--- config.mk ---
export PLATFORM = sky130hd
export DESIGN_NAME = shdw_to_mb
export DESIGN_NICKNAME = d
export VERILOG_FILES = /design/src/rtl/shdw_to_mb.sv
export SDC_FILE = /design/constraint.sdc
export NUM_CORES = 1
export LEC_CHECK = 0
export ABC_AREA = 0
export CORE_MARGIN = 4
export CORE_UTILIZATION = 50
export DETAILED_ROUTE_END_ITERATION = 12
export GPL_TIMING_DRIVEN = 0
export HOLD_SLACK_MARGIN = 0.12
export PLACE_DENSITY = 0.8
export SYNTH_ARGS = -nofsm -noshare
export SYNTH_HDL_FRONTEND = slang
export SYNTH_SLANG_ARGS = --single-unit
--- constraint.sdc ---
create_clock -name clk -period 10.12 [get_ports clk]
set_clock_uncertainty 0.2 [all_clocks]
set_input_delay 2.53 -clock clk [delete_from_list [all_inputs] [get_ports clk]]
set_output_delay 2.53 -clock clk [all_outputs]
set_load 0.005 [all_outputs]
--- src/rtl/shdw_to_mb.sv ---
// shdw_to_mb: bridges a MicroBlaze FSL pair to the SPARC shadow/error-injection
// logic. Decodes command words from the FSL slave, drives injection/reset/enable
// controls, and streams shadow dump data plus trailer/status words out through a
// small FIFO onto the FSL master.
module shdw_to_mb #(
  parameter int NCH      = 32,
  parameter int FIFO_DEP = 4
) (
  input  logic            clk,
  input  logic            rst,
  output logic [31:0]     fsl_m_data,
  output logic            fsl_m_ctrl,
  output logic            fsl_m_write,
  input  logic            fsl_m_full,
  output logic            fsl_s_read,
  input  logic [31:0]     fsl_s_data,
  input  logic            fsl_s_ctrl,
  input  logic            fsl_s_exists,
  output logic            err_en,
  output logic [11:0]     err_ctrl,
  output logic            sh_rst,
  output logic            c_en,
  output logic [NCH-1:0]  dump_en,
  input  logic [31:0]     sh_out,
  input  logic [NCH-1:0]  sh_out_vld,
  input  logic [NCH-1:0]  sh_out_done
);
  localparam int AW = $clog2(FIFO_DEP);
  localparam int CW = AW + 1;

  typedef enum logic [1:0] {S_IDLE, S_DUMP, S_TRAIL} state_t;

  state_t          r_state;
  logic [4:0]      r_ch;
  logic [15:0]     r_cnt;
  logic            r_err_en;
  logic [11:0]     r_err_ctrl;
  logic            r_sh_rst;
  logic            r_c_en;
  logic [NCH-1:0]  r_dump_en;

  // FIFO storage: bit 32 is the FSL control bit, [31:0] the data word
  logic [32:0]     r_mem [FIFO_DEP];
  logic [AW-1:0]   r_wp, r_rp;
  logic [CW-1:0]   r_fcnt;

  logic [3:0]      w_op;
  logic            w_empty, w_full, w_pop, w_push;
  logic            w_ch_bad, w_blk, w_read, w_dec;
  logic            w_vld, w_done, w_room2;
  logic [32:0]     w_pdat, w_head;
  logic [15:0]     w_cnt_inc;
  logic [CW-1:0]   w_fcnt_nxt;
  logic [NCH-1:0]  w_one, w_oh_cmd, w_oh_ch;
  logic            w_unused_ok;

  assign w_op       = fsl_s_data[31:28];
  assign w_empty    = (r_fcnt == '0);
  assign w_full     = (r_fcnt == CW'(FIFO_DEP));
  assign w_pop      = rst & ~w_empty & ~fsl_m_full;
  assign w_ch_bad   = ({27'b0, fsl_s_data[4:0]} >= 32'(NCH));
  // commands that push in their decode cycle must not be consumed while full
  assign w_blk      = w_full & ((w_op == 4'h5) | ((w_op == 4'h4) & w_ch_bad));
  assign w_read     = rst & (r_state == S_IDLE) & fsl_s_exists & ~(~fsl_s_ctrl & w_blk);
  assign w_dec      = w_read & ~fsl_s_ctrl;
  assign w_vld      = sh_out_vld[r_ch];
  assign w_done     = sh_out_done[r_ch];
  assign w_cnt_inc  = (r_cnt == 16'hFFFF) ? r_cnt : r_cnt + 16'd1;
  assign w_fcnt_nxt = r_fcnt + CW'(w_push) - CW'(w_pop);
  // dump_en only stays up while two entries would remain free, so a word
  // arriving one cycle after the drop still has a slot
  assign w_room2    = (w_fcnt_nxt <= CW'(FIFO_DEP - 2));
  assign w_one      = {{(NCH-1){1'b0}}, 1'b1};
  assign w_oh_cmd   = w_one << fsl_s_data[4:0];
  assign w_oh_ch    = w_one << r_ch;
  assign w_head     = r_mem[r_rp];
  assign w_unused_ok = ^fsl_s_data[27:12];

  assign fsl_m_data  = w_empty ? 32'h0 : w_head[31:0];
  assign fsl_m_ctrl  = ~w_empty & w_head[32];
  assign fsl_m_write = w_pop;
  assign fsl_s_read  = w_read;
  assign err_en      = r_err_en;
  assign err_ctrl    = r_err_ctrl;
  assign sh_rst      = r_sh_rst;
  assign c_en        = r_c_en;
  assign dump_en     = r_dump_en;

  // select what (if anything) enters the FIFO this cycle
  always_comb begin
    w_push = 1'b0;
    w_pdat = '0;
    case (r_state)
      S_IDLE: begin
        if (w_dec && w_op == 4'h5) begin
          w_push = 1'b1;
          w_pdat = {1'b1, 4'h5, 14'b0, w_full, r_c_en, r_err_ctrl};
        end else if (w_dec && w_op == 4'h4 && w_ch_bad) begin
          w_push = 1'b1;
          w_pdat = {1'b1, 4'hD, 7'b0, fsl_s_data[4:0], 16'h0};
        end
      end
      S_DUMP: begin
        w_push = w_vld;
        w_pdat = {1'b0, sh_out};
      end
      S_TRAIL: begin
        w_push = ~w_full;
        w_pdat = {1'b1, 4'hD, 7'b0, r_ch, r_cnt};
      end
      default: ;
    endcase
  end

  // FIFO data array, no reset needed: occupancy gates the outputs
  always_ff @(posedge clk) begin
    if (w_push) r_mem[r_wp] <= w_pdat;
  end

  // FIFO pointers and occupancy
  always_ff @(posedge clk) begin
    if (!rst) begin
      r_wp   <= '0;
      r_rp   <= '0;
      r_fcnt <= '0;
    end else begin
      if (w_push) r_wp <= r_wp + AW'(1);
      if (w_pop)  r_rp <= r_rp + AW'(1);
      r_fcnt <= w_fcnt_nxt;
    end
  end

  // command decode / dump sequencing with registered control outputs
  always_ff @(posedge clk) begin
    if (!rst) begin
      r_state    <= S_IDLE;
      r_ch       <= '0;
      r_cnt      <= '0;
      r_err_en   <= 1'b0;
      r_err_ctrl <= '0;
      r_sh_rst   <= 1'b0;
      r_c_en     <= 1'b0;
      r_dump_en  <= '0;
    end else begin
      r_err_en  <= 1'b0;
      r_sh_rst  <= 1'b0;
      r_dump_en <= '0;
      case (r_state)
        S_IDLE: begin
          if (w_dec) begin
            case (w_op)
              4'h1: begin
                r_err_ctrl <= fsl_s_data[11:0];
                r_err_en   <= 1'b1;
              end
              4'h2: r_sh_rst <= 1'b1;
              4'h3: r_c_en   <= fsl_s_data[0];
              4'h4: begin
                if (!w_ch_bad) begin
                  r_ch      <= fsl_s_data[4:0];
                  r_cnt     <= '0;
                  r_state   <= S_DUMP;
                  r_dump_en <= w_room2 ? w_oh_cmd : '0;
                end
              end
              default: ;
            endcase
          end
        end
        S_DUMP: begin
          if (w_vld) r_cnt <= w_cnt_inc;
          if (w_done) r_state   <= S_TRAIL;
          else        r_dump_en <= w_room2 ? w_oh_ch : '0;
        end
        S_TRAIL: begin
          if (!w_full) r_state <= S_IDLE;
        end
        default: r_state <= S_IDLE;
      endcase
    end
  end
endmodule

# Yosys cells after proc, flatten, opt, wreduce, memory -nomap -nowiden

Memories as Yosys holds them, arrays and structs flattened. A register that Yosys moved wholly into a read port is not among the register bits.
Cells that the tools add are included.

Add/sub/neg operators: 5
Order comparisons: 2
Eq/ne operators: 15
Shift operators: 2
Mux-type cells: 31
Bitwise gates (word level): 14
Reduce and logical (&&, ||, !) cells: 10

Operator list:

| cell                                                                         | count |
|---|---|
| 32-bit two-way mux                                                           | 6 |
| 33-bit case mux with 3 select lines                                          | 1 |
| 16-bit two-way mux                                                           | 4 |
| 32-bit case mux with 2 select lines                                          | 1 |
| 1-bit by 5-bit left shift with 32-bit output, first input constant           | 2 |
| 33-bit two-way mux                                                           | 1 |
| 16-bit case mux with 2 select lines                                          | 1 |
| 16-bit by 1-bit adder with 16-bit output, second input constant              | 1 |
| 16-bit equality test, second input constant                                  | 1 |
| 2-bit two-way mux                                                            | 6 |
| 3-bit AND reduction                                                          | 4 |
| 1-bit binary-select mux with 5-bit select                                    | 2 |
| 2-bit inequality test, second input constant                                 | 5 |
| 1-bit bitwise AND                                                            | 9 |
| 4-bit by 2-bit equality test with 1-bit output, second input constant        | 2 |
| 4-bit by 3-bit equality test with 1-bit output, second input constant        | 2 |
| 1-bit two-way mux                                                            | 7 |
| 5-bit by 6-bit less-than comparator with 1-bit output, second input constant | 1 |
| 2-bit case mux with 3 select lines                                           | 1 |
| 1-bit inverter                                                               | 5 |
| 5-bit AND reduction                                                          | 1 |
| 2-bit by 1-bit adder with 2-bit output, second input constant                | 2 |
| 4-bit by 1-bit equality test with 1-bit output, second input constant        | 1 |
| 4-bit AND reduction                                                          | 1 |
| 12 further kinds                                                             | 12 |

Register bits: 77
RAM bits: 132
Bits of input ports: 133
Output and inout port bits: 82
Word-level logic and storage cells: 91
Memories: 1

Memory list:

| memory | words | width | rd ports | clocked after memory_dff | write ports | RTL line | RTL |
|---|---|---|---|---|---|---|---|
| r_mem  | 4     | 33    | 1        | 1                        | 1           | 43       | `logic [32:0] r_mem [FIFO_DEP];` |

# Longest topological paths before layout

Depth in word-level cells: 16
Mapped depth: 18
Depth with buffers taken out: 14

# Worst setup path before layout

OpenSTA, ideal clock, no wires.

Path type: input -> output
From: input rst
To: output fsl_m_write
Data arrival time: 3.435 ns
Required time: 7.390 ns
Setup slack: 3.955 ns
Cell stages on the path: 3
Buffers on the path: 1
Path through: clkbuf_1 -> clkinv_1 -> nor3_1

Word-level cells in the longest chain between the ends: 2

Ends and longest elaborated chain:

| item                            | RTL line | RTL |
|---|---|---|
| from (decl)                     | 10       | `input logic rst,` |
| 1-bit bitwise AND (2 in series) | 60       | `assign w_pop = rst & ~w_empty & ~fsl_m_full;` |
| to (decl)                       | 13       | `output logic fsl_m_write,` |

No other way between the ends.

# Worst setup path after layout

Ends and elaborated chain as after synthesis.

==> results_dict.tcl <==
set metrics [dict create \
    synthArstFlopShare_pct 0 \
    worst_slew_pin_slew_ns 1.012 \
    grt_use_met2_pct 41.50 \
    clk_pin_slew_ns 0.06 \
    layout_setup_ws_ns 2.135 \
    use_met1_pct 30.57 \
    power_switching_uw 454.5 \
    grt_max_degree 30 \
    post-route-period-util_pct 78.90 \
    path_class "in2out" \
    dr_total_vias 7045 \
    start_util_pct 50.70 \
    die_h_um 145.7 \
    place_hpwl_um 18120 \
    worstSetupEndpointType "primary output" \
    synth_seq_cells 211 \
    met3_usage_pct 6.415 \
    cp-start-kind "primary input" \
    h-tree-depth 1 \
    pwr-share-clk_pct 43.3 \
    clk_latency_ns 0.50 \
    drive_above_1_share_pct 13.02 \
    hold_viol 0 \
    routed_wl_um 25960 \
    grt_overflow 0 \
    vdd_drop_max_uv 119.1 \
    fp.dieArea_mm2 0.02123 \
    cp_max_fo 10 \
    grt_pass1_vias 7253 \
    setup_viol 0 \
    power.internal_uw 1584 \
    synth_ff_type "edfxtp_1" \
    cts_resized 0 \
    status "complete, no violations" \
    cp.required_ns 7.39 \
    rsz0062_at_grt "no" \
    syn2layout_area_growth_pct 33.63 \
    hold_path_class "reg2reg" \
    dp_slack_ns 2.200 \
    power_frac_seq_pct 44.8 \
    rows 50 \
    cts_num_sinks 211 \
    cts_buffers 22 \
    synth_top_cell_by_area "edfxtp_1" \
    p_per_area_mw_per_mm2 160.9 \
    layout.nets 1085 \
    ctsHoldBuffers 0 \
    io_pins 215 \
    maxCapViolations 0 \
    wire_per_inst_um 21.74 \
    clock.fmax_mhz 125.2 \
    cts_tree "built" \
    first_iter_violations 516 \
    grt-busiest-layer "met2" \
    clk_path_buf_depth 3 \
    core_area_mm2 0.01871 \
    antenna_found_initial 0 \
    yosysSeqAreaShare_pct 58.48 \
    synthesis.area_mm2 0.009483 \
    fin_setup_tns_ns 0 \
    p_comb_share_pct 11.9 \
    slew_viol_final 0 \
    ys_types 62 \
    p_total_uw 2038 \
    die_x_um 145.7 \
    grtUsageTotal_pct 24.09 \
    antenna_cells 0 \
    fin_crit_ns 7.985 \
    timing.hold.ws_ns 0.2907 \
    place.gp.congestion 0.9216 \
    clockRootBuffer "clkbuf_16" \
    synth_warnings 0 \
    firstDrtPassIters 6 \
    synth.area.top_cells "edfxtp_1 42%, dfxtp_1 17%, mux4_2 11%" \
    relSlewSlack_pct 32.04 \
    post_cts_buffers 0 \
    synth_enable_flop_cells 132 \
    drc 0 \
    critPathArrivalTime_ns 5.25 \
    io_buffer_count 195 \
    via_per_inst 5.900 \
    p_leak_uw 0.004314 \
    p_sw_share_pct 22.29 \
    syn_area_per_cell_um2 13.15 \
    grt_pass1_wl_um 40750 \
    synth_nets 862 \
    synth_top_area_share_pct 41.80 \
    synthCells 721 \
    final_antenna_net_count 0 \
]
-- power by group through the flow --
stage | Clock [uW] | Combinational [uW] | Sequential [uW]
CTS | 891 | 245 | 913
finish | 883 | 242 | 913
floorplan | 0 | 119 | 931
global route | 927 | 262 | 913
global placement | 0 | 239 | 931
detailed placement | 0 | 243 | 932
-- layer usage --
metal | share of wire (%) | wire length, um
met1 | 39 | 10070
met5 | 0 | 0
met4 | 2.9 | 741
met3 | 8.7 | 2260
met2 | 50 | 12890
-- cell families after synthesis --
family | after synthesis | synth area share, %
and+or+nand+nor | 255 | 14.70
DFF | 211 | 58.48
AOI/OAI and AO/OA | 104 | 8.181
buffers and inverters | 72 | 3.681
muxes | 67 | 13.46
adders and majority gates | 8 | 1.135
xor gates and xnor gates | 4 | 0.3695
-- layout by cell type, fill, tap and decap left out, types with 26 or more instances in the layout --
cell / Yosys / routed
nor2b_1: 43 / 39
a21oi_1: 26 / 26
nand2_1: 51 / 51
nor2_1: 54 / 54
mux4_2: 47 / 47
a22oi_1: 30 / 30
clkdlybuf4s50_1: 0 / 195
clkbuf_1: 33 / 35
edfxtp_1: 132 / 132
dfxtp_1: 79 / 79
-- cells in the mapped netlist, types with 4 or more instances --
library cell	number
a22o_1	8
buf_6	6
nor2_1	54
clkbuf_1	33
o311ai_0	4
a21oi_1	26
nand2_1	51
edfxtp_1	132
nand3b_1	5
a22oi_1	30
nor3b_1	8
dfxtp_1	79
mux4_2	47
a32oi_1	8
ha_1	7
nand3_1	16
nand2b_1	8
and2_1	14
nor3_1	12
and3_1	6
or4_1	5
a222oi_1	10
mux2i_1	18
nor2b_1	43
nor4_1	6
buf_2	11
inv_1	18
nand4_1	5
-- worst max-delay path: stages --
cell and delay (ns):
clkdlybuf4s50_1 0.51, clkbuf_1 0.44, clkinv_1 0.40, nor3_1 0.68, clkdlybuf4s50_1 0.69
-- sequential cells by signal, indices dropped and copies added, names as in the netlist, named ones only --
register  cells
r_ch          5
r_rp          2
c_en          1
r_fcnt        3
r_state       2
sh_rst        1
err_en        1
dump_en      32
err_ctrl     12
r_wp          2
r_mem       132
r_cnt        16
-- metrics by stage --
step / instances / instance area (um^2) / utilization (%)
3_5_place_dp: 1154 / 11860 / 63.40
5_1_grt: 1194 / 12670 / 67.75
4_1_cts: 1194 / 12670 / 67.75
2_1_floorplan: 721 / 9483 / -
6_report: 1194 / 12670 / 67.75
3_3_place_gp: 1150 / 11730 / 62.70
-- cell type report --
cell class	instances	area (um^2)
Fill cell	1325	6033
Clock buffer	31	676.9
Buffer	53	277.8
Timing Repair Buffer	199	2054
Inverter	19	71.32
Clock inverter	9	135.1
Sequential cell	211	5545
Multi-Input combinational cell	438	3618
Tap cell	234	292.8
-- path summary, 6_finish.rpt --
check	startpoint	to	slack (ns)	depth (start not counted)
worst max register to register	r_state[0]$_SDFFE_PN0P_	dump_en[11]$_SDFF_PN0_	5.71	16
worst min-delay path	err_ctrl[7]$_SDFFE_PN0P_	err_ctrl[7]$_SDFFE_PN0P_	0.29	2
worst min register to register	err_ctrl[7]$_SDFFE_PN0P_	err_ctrl[7]$_SDFFE_PN0P_	0.29	2
worst max-delay path	rst	fsl_m_write	2.14	5
No activity file was read; power rests on OpenSTA's default activity.
